<file path="config.mk">
export PLATFORM = sky130hd
export DESIGN_NAME = midi_poly_synth
export DESIGN_NICKNAME = d
export VERILOG_FILES = /design/src/rtl/midi_poly_synth.sv
export SDC_FILE = /design/constraint.sdc
export NUM_CORES = 1
export LEC_CHECK = 0
export CORE_ASPECT_RATIO = 1.25
export CORE_MARGIN = 3
export CORE_UTILIZATION = 59
export DETAILED_ROUTE_END_ITERATION = 6
export GPL_TIMING_DRIVEN = 0
export PLACE_DENSITY = 0.83
export SLEW_MARGIN = 20
export SYNTH_ARGS = -nofsm -noshare
export SYNTH_HDL_FRONTEND = slang
export SYNTH_SLANG_ARGS = --single-unit
</file>
<file path="constraint.sdc">
create_clock -name clk -period 5.98 [get_ports clk]
set_clock_uncertainty 0.05 [all_clocks]
set_input_delay 0.598 -clock clk [delete_from_list [all_inputs] [get_ports clk]]
set_output_delay 0.598 -clock clk [all_outputs]
set_load 0.05 [all_outputs]
</file>
<file path="src/rtl/midi_poly_synth.sv">
// Polyphonic square-wave MIDI synthesiser: single-channel note-on/off parser, voice allocator
// with retrigger/free/steal priority, per-voice square-wave generators and a sample-rate mixer.
module midi_poly_synth #(
    parameter int VOICES     = 4,
    parameter int CHANNEL    = 0,
    parameter int OUT_W      = 16,
    parameter int SAMPLE_DIV = 1042
) (
    input  logic                    clk,
    input  logic                    rst,
    input  logic [7:0]              midi_data,
    input  logic                    midi_valid,
    output logic signed [OUT_W-1:0] sample_data,
    output logic                    sample_valid,
    output logic [VOICES-1:0]       voice_active
);

    localparam int SUM_W = 8 + $clog2(VOICES);
    localparam int SHIFT = OUT_W - SUM_W;
    localparam int PTR_W = (VOICES > 1) ? $clog2(VOICES) : 1;
    localparam int DIV_W = (SAMPLE_DIV > 1) ? $clog2(SAMPLE_DIV) : 1;
    localparam logic [3:0] CH_NIB = 4'(CHANNEL);

    typedef enum logic [1:0] {P_IDLE, P_NOTE, P_VEL, P_SKIP} parse_state_e;

    parse_state_e state_q, state_d;
    logic         rs_valid_q, rs_valid_d;
    logic         rs_on_q, rs_on_d;
    logic [6:0]   pnote_q, pnote_d;
    logic         ev_valid_q, ev_valid_d;
    logic         ev_on_q, ev_on_d;
    logic [6:0]   ev_note_q, ev_note_d;
    logic [6:0]   ev_vel_q, ev_vel_d;

    logic [VOICES-1:0] act_q, act_d;
    logic [VOICES-1:0] pol_q, pol_d;
    logic [6:0]        vnote_q [VOICES];
    logic [6:0]        vnote_d [VOICES];
    logic [6:0]        vvel_q  [VOICES];
    logic [6:0]        vvel_d  [VOICES];
    logic [21:0]       cnt_q   [VOICES];
    logic [21:0]       cnt_d   [VOICES];
    logic [PTR_W-1:0]  steal_q, steal_d;

    logic [DIV_W-1:0]        div_q, div_d;
    logic signed [OUT_W-1:0] sample_q, sample_d;
    logic                    svalid_q, svalid_d;

    logic                    match_hit, free_hit;
    logic [PTR_W-1:0]        match_idx, free_idx, tgt;
    logic signed [SUM_W-1:0] mix_sum;
    logic signed [OUT_W-1:0] mix_ext;
    logic                    div_tc;

    // Octave 10 uses the table directly; each lower octave doubles the half period.
    function automatic logic [21:0] half_period(input logic [6:0] n);
        logic [11:0] base;
        logic [3:0]  oct;
        logic [6:0]  semi;
        oct  = 4'(n / 7'd12);
        semi = n % 7'd12;
        case (semi)
            7'd0:    base = 12'd2986;
            7'd1:    base = 12'd2819;
            7'd2:    base = 12'd2660;
            7'd3:    base = 12'd2511;
            7'd4:    base = 12'd2370;
            7'd5:    base = 12'd2237;
            7'd6:    base = 12'd2112;
            7'd7:    base = 12'd1993;
            7'd8:    base = 12'd1881;
            7'd9:    base = 12'd1776;
            7'd10:   base = 12'd1676;
            default: base = 12'd1582;
        endcase
        return 22'(base) << (4'd10 - oct);
    endfunction

    always_comb begin
        state_d    = state_q;
        rs_valid_d = rs_valid_q;
        rs_on_d    = rs_on_q;
        pnote_d    = pnote_q;
        ev_valid_d = 1'b0;
        ev_on_d    = ev_on_q;
        ev_note_d  = ev_note_q;
        ev_vel_d   = ev_vel_q;
        if (midi_valid && midi_data < 8'hF8) begin
            if (midi_data[7]) begin
                if (midi_data == {4'h9, CH_NIB}) begin
                    state_d    = P_NOTE;
                    rs_valid_d = 1'b1;
                    rs_on_d    = 1'b1;
                end else if (midi_data == {4'h8, CH_NIB}) begin
                    state_d    = P_NOTE;
                    rs_valid_d = 1'b1;
                    rs_on_d    = 1'b0;
                end else begin
                    state_d    = P_SKIP;
                    rs_valid_d = 1'b0;
                end
            end else begin
                case (state_q)
                    P_IDLE: begin
                        if (rs_valid_q) begin
                            pnote_d = midi_data[6:0];
                            state_d = P_VEL;
                        end
                    end
                    P_NOTE: begin
                        pnote_d = midi_data[6:0];
                        state_d = P_VEL;
                    end
                    P_VEL: begin
                        ev_valid_d = 1'b1;
                        ev_on_d    = rs_on_q && (midi_data != 8'h00);
                        ev_note_d  = pnote_q;
                        ev_vel_d   = midi_data[6:0];
                        state_d    = P_IDLE;
                    end
                    default: ;
                endcase
            end
        end
    end

    always_comb begin
        act_d     = act_q;
        pol_d     = pol_q;
        vnote_d   = vnote_q;
        vvel_d    = vvel_q;
        cnt_d     = cnt_q;
        steal_d   = steal_q;
        match_hit = 1'b0;
        match_idx = '0;
        free_hit  = 1'b0;
        free_idx  = '0;
        tgt       = '0;
        for (int i = 0; i < VOICES; i++) begin
            if (act_q[i]) begin
                if (cnt_q[i] == half_period(vnote_q[i]) - 22'd1) begin
                    cnt_d[i] = '0;
                    pol_d[i] = ~pol_q[i];
                end else begin
                    cnt_d[i] = cnt_q[i] + 22'd1;
                end
            end else begin
                cnt_d[i] = '0;
                pol_d[i] = 1'b0;
            end
        end
        // Scan downwards so the lowest matching/free index is the one that sticks.
        for (int i = VOICES - 1; i >= 0; i--) begin
            if (act_q[i] && vnote_q[i] == ev_note_q) begin
                match_hit = 1'b1;
                match_idx = PTR_W'(i);
            end
            if (!act_q[i]) begin
                free_hit = 1'b1;
                free_idx = PTR_W'(i);
            end
        end
        if (ev_valid_q) begin
            if (ev_on_q) begin
                if (match_hit) begin
                    tgt = match_idx;
                end else if (free_hit) begin
                    tgt = free_idx;
                end else begin
                    tgt     = steal_q;
                    steal_d = (steal_q == PTR_W'(VOICES - 1)) ? '0 : steal_q + PTR_W'(1);
                end
                act_d[tgt]   = 1'b1;
                vnote_d[tgt] = ev_note_q;
                vvel_d[tgt]  = ev_vel_q;
                cnt_d[tgt]   = '0;
                pol_d[tgt]   = 1'b0;
            end else begin
                for (int i = 0; i < VOICES; i++) begin
                    if (act_q[i] && vnote_q[i] == ev_note_q) begin
                        act_d[i] = 1'b0;
                        cnt_d[i] = '0;
                        pol_d[i] = 1'b0;
                    end
                end
            end
        end
    end

    always_comb begin
        mix_sum = '0;
        for (int i = 0; i < VOICES; i++) begin
            if (act_q[i]) begin
                if (pol_q[i]) mix_sum = mix_sum - SUM_W'({1'b0, vvel_q[i]});
                else          mix_sum = mix_sum + SUM_W'({1'b0, vvel_q[i]});
            end
        end
        mix_ext  = OUT_W'(mix_sum);
        div_tc   = (div_q == DIV_W'(SAMPLE_DIV - 1));
        div_d    = div_tc ? '0 : div_q + DIV_W'(1);
        svalid_d = div_tc;
        sample_d = div_tc ? (mix_ext <<< SHIFT) : sample_q;
    end

    always_ff @(posedge clk or posedge rst) begin
        if (rst) begin
            state_q    <= P_IDLE;
            rs_valid_q <= 1'b0;
            rs_on_q    <= 1'b0;
            pnote_q    <= '0;
            ev_valid_q <= 1'b0;
            ev_on_q    <= 1'b0;
            ev_note_q  <= '0;
            ev_vel_q   <= '0;
            act_q      <= '0;
            pol_q      <= '0;
            steal_q    <= '0;
            div_q      <= '0;
            sample_q   <= '0;
            svalid_q   <= 1'b0;
            for (int i = 0; i < VOICES; i++) begin
                vnote_q[i] <= '0;
                vvel_q[i]  <= '0;
                cnt_q[i]   <= '0;
            end
        end else begin
            state_q    <= state_d;
            rs_valid_q <= rs_valid_d;
            rs_on_q    <= rs_on_d;
            pnote_q    <= pnote_d;
            ev_valid_q <= ev_valid_d;
            ev_on_q    <= ev_on_d;
            ev_note_q  <= ev_note_d;
            ev_vel_q   <= ev_vel_d;
            act_q      <= act_d;
            pol_q      <= pol_d;
            steal_q    <= steal_d;
            div_q      <= div_d;
            sample_q   <= sample_d;
            svalid_q   <= svalid_d;
            for (int i = 0; i < VOICES; i++) begin
                vnote_q[i] <= vnote_d[i];
                vvel_q[i]  <= vvel_d[i];
                cnt_q[i]   <= cnt_d[i];
            end
        end
    end

    assign sample_data  = sample_q;
    assign sample_valid = svalid_q;
    assign voice_active = act_q;

endmodule

</file>
* Yosys cells after proc, flatten, opt, wreduce, memory -nomap -nowiden
Memory sizes are Yosys's and may differ from the RTL's.
Index checks and enable logic that the tools add are counted.
** Word-level totals
- Flip-flop bits (word level) :: 203
- Bits in latches :: 0
- Bits in writable memories :: 0
- Memory bits (read-only) :: 768
- Input port bits :: 11
- Output and inout bits :: 21
- Word-level logic and storage cells :: 225
- Memories :: 4
** Memories
- (name not given) :: words 16, width 12, rd ports 1, clocked after memory_dff 0, wr ports 0, line 62 : case (semi)
- (name not given) :: words 16, width 12, rd ports 1, clocked after memory_dff 0, wr ports 0, line 62
- (name not given) :: words 16, width 12, rd ports 1, clocked after memory_dff 0, wr ports 0, line 62
- (name not given) :: words 16, width 12, rd ports 1, clocked after memory_dff 0, wr ports 0, line 62
** Cells by class
- Add/subtract/negate cells :: 21
- $mul :: 0
- Div/mod/pow operators :: 8
- Order comparisons :: 5
- Equality and inequality tests :: 16
- Shifts and indexed selects :: 4
- Multiplexer cells :: 93
- Bitwise logic cells :: 13
- Reduce and logical (&&, ||, !) cells :: 32
** Operators by type and width (number)
- 2-to-1 mux 22 bit :: 13
- 2-to-1 mux 88 bit :: 2
- 2-to-1 mux 12 bit :: 8
- adder 22 x 1 -> 22 bit, second input constant :: 4
- AND 88 bit :: 1
- == test 22 bit :: 4
- inverter 88 bit :: 1
- left shift 12 x 4 -> 22 bit :: 4
- subtractor 22 x 1 -> 22 bit, second input constant :: 4
- 2-to-1 mux 10 bit :: 8
- bitwise mux 28 bit :: 2
- demux 22 bit (select 2 bit) :: 1
- 2-to-1 mux 2 bit :: 17
- 2-to-1 mux 1 bit :: 32
- adder 10 x 7 -> 10 bit :: 3
- subtractor 10 x 7 -> 10 bit :: 3
- divider 7 x 4 -> 7 bit, second input constant :: 4
- == test 7 bit :: 4
- modulo 7 x 4 -> 7 bit, second input constant :: 4
- == test 8 bit, second input constant :: 2
- subtractor 4 bit, first input constant :: 4
- demux 7 bit (select 2 bit) :: 1
- 2-to-1 mux 7 bit :: 2
- case mux 7 bit (2 select lines) :: 1
- 31 further kinds :: 63

* Depth between registers and ports, before layout
Gate-level depths: netlist of the first run.
- Word-level depth :: 18
- Gate-level depth with buffers :: 29

* Worst setup path after synthesis of the first run
Ideal clock, no wire load.
- Path kind :: reg2reg
- Start point :: register vnote_q[22] (netlist name)
- End point :: register cnt_q[79] (netlist name)
- Arrival time :: 5.955 ns
- Required time :: 5.809 ns
- Slack :: -0.146 ns
- Stages on the path, launching flop included :: 26
- Buffers on the path :: 4
- Cells stage by stage :: dfrtp_1 clkbuf_1 inv_1 ha_1 nor3b_2 a211o_2 a31oi_2 nor2_1 or2_1 buf_4 inv_4 buf_6 ha_1 xor2_1 nand2_1 nor4_1 a221o_1 a21boi_0 or3_1 a2111oi_2 o2111ai_1 or4_1 or4_4 o21bai_2 buf_2 nor2_1
** RTL lines
- from (decl) :: line 37 : logic [6:0] vnote_q [VOICES];
- from (signal, indexed assignment) :: line 242 : vnote_q[i] <= vnote_d[i];
- to (signal, indexed assignment) :: line 244 : cnt_q[i] <= cnt_d[i];
- to (decl) :: line 41 : logic [21:0] cnt_q [VOICES];

==> results.yml, run 1 <==
floorplan:
  io_pins: 32
  initial_utilization_pct: 60.3
  die_h_um: 225
  row_count: 79
  floorplan_die_area_um2: 40800
  die_x_um: 181
  core_area_um2: 37600
logic_synthesis:
  netlist-cell-type-count: 134
  yosys_warnings: 0
  netlist_area_um2: 22600
  syn_area_per_cell_um2: 7.93
  yosysTopAreaCellShare_pct: 22.4
  synth_enable_flop_cells: 0
  netlist_top_cells_area: "sky130_fd_sc_hd__dfrtp_1, sky130_fd_sc_hd__xnor2_1, sky130_fd_sc_hd__nor2_1, sky130_fd_sc_hd__xor2_1, sky130_fd_sc_hd__mux2_2"
  share_of_synthesized_registers_carrying_an_async_set_or_reset_pct: 100
  syn_inst: 2855
  ys_seq_area_share_pct: 22.4
  most_frequent_cell_after_synthesis: "sky130_fd_sc_hd__nor2_1"
  synth_seq_cells: 203
  synthFlopType: "sky130_fd_sc_hd__dfrtp_1"
  synth_commonest_cells: "sky130_fd_sc_hd__nor2_1, sky130_fd_sc_hd__nand2_1, sky130_fd_sc_hd__dfrtp_1"
  synth_area_leader_cell: "sky130_fd_sc_hd__dfrtp_1"
critical_path:
  crit_required_ps: 6340
  timing.critical_path.to_type: "flop"
  start_kind: "flop"
  kind_of_critical_path: "flop to flop"
  worst-endpoint-arrival_ps: 6280
  crit_fanout: 8
sta:
  rsz_0062_raised_after_global_routing: "true"
  period_share_pct: 98.9
  worst_pin_slew_ps: 893
  final-hold-violation-count: 0
  maxClockFrequency_mhz: 169
  timing.final.crit_period_ps: 5920
  pins_over_slew_limit: 0
  maxSlewHeadroom_pct: 40.3
  setup-violations-final: 0
global_routing:
  antenna_violations_before_repair: 0
  global_router_s_overall_resource_usage_pct: 34.0
  grt_pass1_vias: 23400
  gr-total-overflow: 0
  wire_length_of_the_first_global_routing_pass_mm: 118
  largest_net_degree_at_the_start_of_global_routing: 36
route:
  route.detailed.drc: 0
  drtPass1Iterations: 6
  top_signal_layer_used: "met4"
  routed-via-count: 24100
  dr_wl_met2_mm: 36.5
  wirelength_met1_mm: 28.5
  number_of_violations_reported_at_the_end_of_detailed_routing_iteration_0: 2233
  wirelength_mm: 73.8
  met3_length_mm: 4.60
  post_drt_via_cell_ratio: 6.81
  wl_per_cell_um: 20.8
  ant_nets: 0
placed_design:
  place_inst: 3378
  placedInstanceArea_um2: 23700
  portBuffers: 25
  detailedPlacementHpwl_mm: 53.5
  globalplace.congestion: 0.978
finish:
  count_of_non_filler_cells_in_the_finished_layout: 3540
  final_core_utilization_pct: 71.1
  synthToLayoutAreaGrowth_pct: 18.0
  nNetsFinal: 3118
  number_of_antenna_repair_diodes: 0
  post-route-cell-area_um2: 26700
  layout-drive-gt1-share_pct: 20.5
pwr:
  static-leakage-power_nw: 10.8
  power.density_nw_per_um2: 613
  ir_worst_vdd_mv: 0.634
run_status:
  run_status: "complete, no violations"
clocking:
  clk_transition_reported_paths_ps: 60
  root_buffer: "sky130_fd_sc_hd__clkbuf_16"
  cts.htree.levels: 1
  cts-buffers-inserted: 24
  clockBufferDepth: 3
  later_pin_clock_latency_in_the_skew_report_ps: 540
  cts_tree: "done"
  clkSinkCount: 203
job:
  cap_viol_max_count: 0
min_path:
  worst_hold_path_type: "input port to asynchronous set/reset pin"
[placed cells by master, fill, tap and decap left out, drive strengths merged, types with 20 or more instances in the layout]
master	synthesis	layout
ha	68	68
o211ai	47	47
o31ai	27	27
nor4	26	26
xnor2	170	170
clkbuf	86	112
nand4	46	46
a22oi	20	20
a21o	39	39
a31oi	48	48
buf	88	219
or3	23	23
nand3	119	119
xor2	132	132
nand2b	38	38
and2	25	25
nor3	89	89
mux2i	35	35
a211oi	40	40
or2	28	28
clkdlybuf4s50	0	25
nor2b	20	20
a21oi	124	124
o22ai	27	27
nand2	244	244
o21ai	150	150
nor2	310	310
and3	40	40
dfrtp	203	203
inv	82	86
mux2	85	85
[cells by family after synthesis]
kind of cell	share of synthesized area (%)
AOI/OAI and AO/OA	25.6
other	0.0166
and+or+nand+nor	24.9
adders and majority gates	4.02
muxes	6.10
buffers and inverters	5.22
xor gates and xnor gates	11.7
DFF	22.4
[worst paths after layout]
path                                       from              end  slack [ps]  depth (start not counted)
worst max-delay path                vnote_q[27]        cnt_q[83]          60                         23
min in group clk                sample_data[14]  sample_data[14]         430                          2
worst min-delay path                        rst         div_q[0]         360                          2
worst min register to register  sample_data[14]  sample_data[14]         430                          2
max in group asynchronous                   rst        cnt_q[65]        4090                          7
worst max register to register      vnote_q[27]        cnt_q[83]          60                         23
[power breakdown]
part | switching (mW) | total (mW) | internal, mW
sequential | 0.179 | 1.71 | 1.53
combinational | 7.68 | 13.2 | 5.51
clock | 0.610 | 1.49 | 0.877
[cell type report]
type / count / area [µm²]
multi-input combinational: 2395 / 17500
fill: 2938 / 10800
sequential: 203 / 5080
timing repair buffer: 159 / 1380
buffer: 165 / 960
clock buffer: 32 / 662
tap: 486 / 608
inverter: 88 / 352
clock inverter: 12 / 143
[stage by stage]
stage          hold WS, ps  power [mW]  setup WS [ps]  TNS, ps
6_report               363        16.4           63.2        0
2_1_floorplan          411        10.0           3.29        0
4_1_cts                357        15.0           3.29        0
3_5_place_dp           424        12.4          -1350  -101300
5_1_grt                376        17.4           -129    -2130
3_3_place_gp           416        12.1          -1300   -96130
[critical path, cell delays in order (launching register included)]
cell and delay (ps):
sky130_fd_sc_hd__dfrtp_2 450, sky130_fd_sc_hd__ha_4 260, sky130_fd_sc_hd__buf_6 130, sky130_fd_sc_hd__buf_4 140
sky130_fd_sc_hd__and4b_1 240, sky130_fd_sc_hd__a31oi_4 240, sky130_fd_sc_hd__buf_4 220, sky130_fd_sc_hd__nand2_1 110
sky130_fd_sc_hd__a2111oi_2 400, sky130_fd_sc_hd__a211oi_2 140, sky130_fd_sc_hd__a221oi_4 370, sky130_fd_sc_hd__buf_4 210
sky130_fd_sc_hd__nor2_2 40, sky130_fd_sc_hd__a211o_1 260, sky130_fd_sc_hd__buf_4 170, sky130_fd_sc_hd__o41ai_4 420
sky130_fd_sc_hd__and3b_2 250, sky130_fd_sc_hd__mux2i_1 70, sky130_fd_sc_hd__o22a_1 200, sky130_fd_sc_hd__or3_1 330
sky130_fd_sc_hd__or4_4 590, sky130_fd_sc_hd__o21bai_4 280, sky130_fd_sc_hd__buf_6 180, sky130_fd_sc_hd__nor2_1 50
[what timing repair did]
| action | in CTS | in global routing |
|---|---|---|
| buffers inserted | 63 | 62 |
| resized for setup | 168 | 163 |
| pin swaps | 38 | 74 |
| hold buffers | 0 | 0 |
| gates cloned | 1 | 1 |
| setup endpoints to repair | 92 | 92 |
[layer usage]
metal	global-route usage, %	up-vias
li1	-	11000
met1	40.6	11500
met2	60.5	1264
met3	3.39	344
met4	17.9	0
met5	0	-
[sequential cells by signal, indices dropped and copies added (netlist names)]
name          count
state_q           2
vnote_q          28
pol_q             4
div_q            11
sample_data      10
vvel_q           28
ev_valid_q        1
steal_q           2
ev_note_q         7
rs_on_q           1
ev_on_q           1
voice_active      4
pnote_q           7
cnt_q            88
rs_valid_q        1
sample_valid      1
ev_vel_q          7
(Power assumes the default switching activity.)
==> run 2: changes to the inputs <==
--- a/config.mk
+++ b/config.mk
@@ -11,6 +11,7 @@
 export DETAILED_ROUTE_END_ITERATION = 6
 export GPL_TIMING_DRIVEN = 0
 export PLACE_DENSITY = 0.83
+export RECOVER_POWER = 100
 export SLEW_MARGIN = 20
 export SYNTH_ARGS = -nofsm -noshare
 export SYNTH_HDL_FRONTEND = slang
==> run 2 against run 1 <==
Compared with the run above: maximum frequency is 0.13% lower; design area is 0.30% lower; clock-buffer cell count stayed put; non-clock buffer count stayed put; the run now ends with max-capacitance violations, max-slew violations left; setup slack worse by 7.6 ps; critical path type unchanged; global-route usage stayed put; clock power hardly changed; wire length hardly changed; combinational power hardly changed.
==> results.yml, run 2 (synthesized netlist as in run 1, its figures left out) <==
run_status:
  run_status: "finished, violations left"
  violated_checks: "max-capacitance violations, max-slew violations"
finish:
  layout-drive-gt1-share_pct: 20.3
  layout.cells.most_common_list: "sky130_fd_sc_hd__nor2_1, sky130_fd_sc_hd__nand2_1, sky130_fd_sc_hd__dfrtp_1, sky130_fd_sc_hd__xnor2_1, sky130_fd_sc_hd__buf_4"
  layout_commonest_cell: "sky130_fd_sc_hd__nor2_1"
  num-fill-cells: 2954
  top_register: "cnt_q"
  largest_reg_flops: 88
  synthToLayoutAreaGrowth_pct: 17.6
  multiInputGateArea_um2: 17500
  largest_registers: "cnt_q x88, vnote_q x28, vvel_q x28"
  nNetsFinal: 3118
  post-route-cell-area_um2: 26600
  number_of_antenna_repair_diodes: 0
  ff_latch_area_um2: 5080
placed_design:
  globalplace.congestion: 0.978
  placedInstanceArea_um2: 23700
  dp_worst_setup_slack_ps: -1350
  portBuffers: 25
  detailedPlacementHpwl_mm: 53.5
floorplan:
  floorplan_die_area_um2: 40800
  initial_utilization_pct: 60.3
  die_h_um: 225
  row_count: 79
  die_x_um: 181
  core_area_um2: 37600
  io_pins: 32
global_routing:
  largest_net_degree_at_the_start_of_global_routing: 36
  gr-total-overflow: 0
  wire_length_of_the_first_global_routing_pass_mm: 118
  grt_pass1_vias: 23400
  antenna_violations_before_repair: 0
  global_router_s_overall_resource_usage_pct: 34.0
pwr:
  power_frac_comb_pct: 80.5
  power_frac_clock_pct: 9.1
  power.switching_mw: 8.46
  power.density_nw_per_um2: 614
  ir_worst_vdd_mv: 0.632
  static-leakage-power_nw: 10.8
  sequentialPowerShare_pct: 10.4
  power.internal_mw: 7.90
  sw_frac_of_total_pct: 51.7
sta:
  period_share_pct: 99.1
  final-hold-violation-count: 0
  rsz_0062_raised_after_global_routing: "true"
  timing.final.crit_period_ps: 5920
  pins_over_slew_limit: 66
  maxSlewHeadroom_pct: -16.5
  setup-violations-final: 0
  timing.setup.tns_ps: 0
  maxClockFrequency_mhz: 169
  fin_ws_ps: 55.5
  worst_pin_slew_ps: 1750
clocking:
  clockBufferDepth: 3
  later_pin_clock_latency_in_the_skew_report_ps: 540
  cts-buffers-inserted: 24
  cts_tree: "done"
  clkSinkCount: 203
  root_buffer: "sky130_fd_sc_hd__clkbuf_16"
  cts.hold.buffers_added: 0
  clk_transition_reported_paths_ps: 60
  cts.htree.levels: 1
critical_path:
  worst-endpoint-arrival_ps: 6290
  critPathLaunch: "vnote_q[27]"
  reg2reg_from: "vnote_q[27]"
  crit_required_ps: 6340
  timing.critical_path.to_type: "flop"
  reg2reg_depth: 23
  start_kind: "flop"
  kind_of_critical_path: "flop to flop"
  crit_fanout: 8
route:
  route.detailed.drc: 0
  drtPass1Iterations: 6
  routed-via-count: 24000
  wirelength_mm: 73.7
  ant_nets: 0
  post_drt_via_cell_ratio: 6.79
  number_of_violations_reported_at_the_end_of_detailed_routing_iteration_0: 2256
  wl_per_cell_um: 20.8
min_path:
  hp-start: "sample_data[14]"
  timing.hold.worst_path_depth: 2
  worst_hold_path_type: "flop to flop"
job:
  cap_viol_max_count: 2
run 2: cell types whose count changed in the layout (fill, tap and decap cells not counted), moves of 4 or more:
cell                              change
sky130_fd_sc_hd__and2_0               +4
sky130_fd_sc_hd__and2_1               -4
sky130_fd_sc_hd__buf_12               -5
sky130_fd_sc_hd__clkbuf_1             +4
sky130_fd_sc_hd__clkdlybuf4s50_1     -19
sky130_fd_sc_hd__dlygate4sd3_1       +19
run 2: final cells by class:
| type | count | share of cell area (%) |
|---|---|---|
| sequential | 203 | 19.1 |
| buffer | 165 | 3.60 |
| inverter | 88 | 1.31 |
| multi-input combinational | 2395 | 65.8 |
| timing repair buffer | 159 | 4.90 |
| tap | 486 | 2.28 |
| clock inverter | 12 | 0.536 |
| clock buffer | 32 | 2.49 |
run 2: critical path, cell delays in order, from the launching register on:
cell and delay, ps:
sky130_fd_sc_hd__dfrtp_2 450, sky130_fd_sc_hd__ha_4 260, sky130_fd_sc_hd__buf_6 130, sky130_fd_sc_hd__buf_4 140
sky130_fd_sc_hd__and4b_1 240, sky130_fd_sc_hd__a31oi_4 230, sky130_fd_sc_hd__buf_4 230, sky130_fd_sc_hd__nand2_1 110
sky130_fd_sc_hd__a2111oi_2 400, sky130_fd_sc_hd__a211oi_2 140, sky130_fd_sc_hd__a221oi_4 370, sky130_fd_sc_hd__buf_4 210
sky130_fd_sc_hd__nor2_2 40, sky130_fd_sc_hd__a211o_1 260, sky130_fd_sc_hd__buf_4 170, sky130_fd_sc_hd__o41ai_4 420
sky130_fd_sc_hd__and3b_2 250, sky130_fd_sc_hd__mux2i_1 70, sky130_fd_sc_hd__o22a_1 200, sky130_fd_sc_hd__or3_1 330
sky130_fd_sc_hd__or4_4 590, sky130_fd_sc_hd__o21bai_4 280, sky130_fd_sc_hd__buf_6 180, sky130_fd_sc_hd__nor2_1 50
run 2: path summary, 6_finish.rpt:
check / end / slack, ps
max: cnt_q[83] / 60
max reg2reg: cnt_q[83] / 60
min: sample_data[14] / 430
max in group asynchronous: cnt_q[40] / 920
min reg2reg: sample_data[14] / 430
min in group asynchronous: div_q[0] / 550
run 2: routing by layer:
metal | routed length, µm | GRT usage, %
met1 | 28400 | 40.6
met2 | 36400 | 60.5
met3 | 4510 | 3.39
met4 | 4440 | 17.9
met5 | 0 | 0
run 2: timing repair:
| item | in CTS | in global routing |
|---|---|---|
| pin swaps | 38 | 74 |
| resized for setup | 168 | 163 |
| hold endpoints to repair | 0 | 0 |
| cloned | 1 | 1 |
| setup buffers | 63 | 62 |
| endpoints found under the setup margin | 92 | 92 |
run 2: metrics by stage:
stage                     total power, mW  utilization (%)  hold slack (ps)  std cells
after floorplan                      10.0                -              411       2860
after global placement               12.1             62.7              416       3371
after detailed placement             12.4             63.0              424       3378
after CTS                            15.0             68.4              357       3480
after global routing                 17.3             70.9              461       3540
final                                16.4             70.9              429       3540
run 2: power groups by stage:
stage | clock network (mW) | logic, mW | registers, mW
global route | 1.56 | 14.1 | 1.72
CTS | 1.51 | 11.8 | 1.70
detailed placement | 0 | 10.7 | 1.72
global placement | 0 | 10.4 | 1.72
floorplan | 0 | 8.33 | 1.68
finish | 1.49 | 13.2 | 1.71
==> run 3: changes to the inputs <==
--- a/config.mk
+++ b/config.mk
@@ -9,6 +9,7 @@
 export CORE_MARGIN = 3
 export CORE_UTILIZATION = 59
 export DETAILED_ROUTE_END_ITERATION = 6
+export GPL_ROUTABILITY_DRIVEN = 0
 export GPL_TIMING_DRIVEN = 0
 export PLACE_DENSITY = 0.83
 export RECOVER_POWER = 100
==> run 3 against run 2 <==
Compared with the run above: the run ends with design-rule violations, max-capacitance violations, max-slew violations, negative setup slack left; sequential share of layout area grew 0.095 points; hold slack gained 8.0 ps; global-route usage shrank 1.3 points; critical endpoint is now cnt_q[81].
==> results.yml, run 3 (synthesized netlist as in run 1, its figures left out) <==
run_status:
  run_status: "finished, violations left"
  violated_checks: "design-rule violations, max-capacitance violations, max-slew violations, negative setup slack"
route:
  ant_nets: 0
  number_of_violations_reported_at_the_end_of_detailed_routing_iteration_0: 2996
  wl_per_cell_um: 20.7
  routed-via-count: 24500
  wirelength_mm: 72.9
  route.detailed.drc: 25
  post_drt_via_cell_ratio: 6.96
  drtPass1Iterations: 7
sta:
  worst_hold_slack_ps: 437
  maxClockFrequency_mhz: 162
  period_share_pct: 103
  rsz_0062_raised_after_global_routing: "true"
  setup-violations-final: 31
  pins_over_slew_limit: 162
  final-hold-violation-count: 0
  fin_ws_ps: -209
  timing.final.crit_period_ps: 6190
  maxSlewHeadroom_pct: -25.6
  worst_pin_slew_ps: 1880
critical_path:
  cp_cell_sequence: "ha_4 > buf_12 > mux2i_4 > buf_4 > buf_4 > a2111oi_2 > nor2_1 > a31oi_1 > o221ai_1 > a211oi_2 > and2_1 > a211oi_1 > a31oi_1 > nor2_1 > xnor2_1 > o2111ai_2 > or4_1 > or4_4 > o21bai_4 > buf_6 > nor2_2"
  start_kind: "flop"
  crit_required_ps: 6350
  cpPeakStageDelay_ps: 640
  reg2reg_from: "vnote_q[27]"
  ff2ff_setup_slack_ps: -210
  kind_of_critical_path: "flop to flop"
  worst-endpoint-arrival_ps: 6550
  timing.critical_path.to_type: "flop"
  timing.critical_path.buf_inv: 4
  critPathLaunch: "vnote_q[27]"
  crit_fanout: 8
  path_delay_family: "compound AO/OA/AOI/OAI gates"
  critPathSlowestCell: "sky130_fd_sc_hd__a211oi_2"
clocking:
  clk_transition_reported_paths_ps: 60
  cts.hold.buffers_added: 0
  cts.htree.levels: 1
  clkSinkCount: 203
  clockBufferDepth: 3
  root_buffer: "sky130_fd_sc_hd__clkbuf_16"
  later_pin_clock_latency_in_the_skew_report_ps: 550
  cts_tree: "done"
  cts-buffers-inserted: 24
placed_design:
  place_inst: 3378
  detailedPlacementHpwl_mm: 50.7
  dp_worst_setup_slack_ps: -1270
  portBuffers: 25
finish:
  top_register: "cnt_q"
  num-fill-cells: 2775
  layout.cells.most_common_list: "sky130_fd_sc_hd__nor2_1, sky130_fd_sc_hd__nand2_1, sky130_fd_sc_hd__dfrtp_1, sky130_fd_sc_hd__xnor2_1, sky130_fd_sc_hd__xor2_1"
  synthToLayoutAreaGrowth_pct: 17.0
  largest_reg_flops: 88
  layout-drive-gt1-share_pct: 19.4
  layout_commonest_cell: "sky130_fd_sc_hd__nor2_1"
  count_of_non_filler_cells_in_the_finished_layout: 3519
  nNetsFinal: 3097
  number_of_antenna_repair_diodes: 0
  largest_registers: "cnt_q x88, vnote_q x28, vvel_q x28"
global_routing:
  antenna_violations_before_repair: 0
  gr-total-overflow: 0
  wire_length_of_the_first_global_routing_pass_mm: 114
  grt_pass1_vias: 23500
  global_router_s_overall_resource_usage_pct: 32.6
  largest_net_degree_at_the_start_of_global_routing: 37
job:
  cap_viol_max_count: 5
pwr:
  power_frac_clock_pct: 9.5
  sw_frac_of_total_pct: 51.6
  power.internal_mw: 7.98
  final_total_power_mw: 16.5
  ir_worst_vdd_mv: 0.563
  sequentialPowerShare_pct: 10.4
  power_frac_comb_pct: 80.1
  power.density_nw_per_um2: 622
  static-leakage-power_nw: 10.7
  power.switching_mw: 8.51
floorplan:
  row_count: 79
  initial_utilization_pct: 60.3
  core_area_um2: 37600
  floorplan_die_area_um2: 40800
  die_x_um: 181
  die_h_um: 225
  io_pins: 32
min_path:
  worst_hold_path_type: "flop to flop"
  hp-start: "sample_data[9]"
-- run 3: layout make-up --
class / count / area [µm²] / share of cell area, %
multi-input cells: 2395 / 17500 / 66.2
flip-flops and latches: 203 / 5090 / 19.2
clock inverters: 12 / 146 / 0.552
clock buffers: 32 / 692 / 2.61
plain buffers: 167 / 973 / 3.67
well taps: 486 / 608 / 2.29
repair buffers: 136 / 1110 / 4.17
inverters: 88 / 349 / 1.32
-- run 3: tightest hold or removal path: cells and delay by family, from the launching register on --
| family | cells | cell delay, ps |
|---|---|---|
| flops | 1 | 340 |
| simple gates | 1 | 40 |
| compound gates | 1 | 70 |
-- run 3: metal layers --
layer | GRT usage [%] | vias to the layer above | part of all wire, %
met5 | 0 | - | 0
met3 | 4.23 | 544 | 7.5
met1 | 37.4 | 11500 | 37
met2 | 57.9 | 1586 | 49
met4 | 19.9 | 0 | 7.0
li1 | - | 10900 | -
-- run 3: repair_timing --
action	in CTS	in global routing
gates cloned	2	1
setup buffers	45	56
pin swaps	29	71
endpoints found under the setup margin	92	93
resized for setup	151	181
endpoints found under the hold margin	0	0
-- run 3: stage by stage --
stage                     cell area [µm²]  utilization (%)  setup TNS (ps)
final                               26500             70.6           -4300
after CTS                           25500             67.8               0
after global routing                26500             70.6          -15600
after global placement              23500             62.7          -88120
after detailed placement            23700             63.1         -101930
after floorplan                     22700                -               0
-- run 3: path summary, 6_finish.rpt --
check	to	cells past startpoint
worst min register to register	sample_data[9]	2
worst max register to register	cnt_q[81]	21
min in group asynchronous	div_q[2]	2
worst max-delay path	cnt_q[81]	21
max in group asynchronous	cnt_q[76]	5
worst min-delay path	sample_data[9]	2
-- run 3: power by group through the flow --
stage	registers, mW	logic, mW	clock network (mW)
floorplan	1.68	8.33	0
global placement	1.72	10.1	0
detailed placement	1.73	10.5	0
CTS	1.70	11.5	1.58
global route	1.73	14.0	1.64
finish	1.72	13.2	1.57
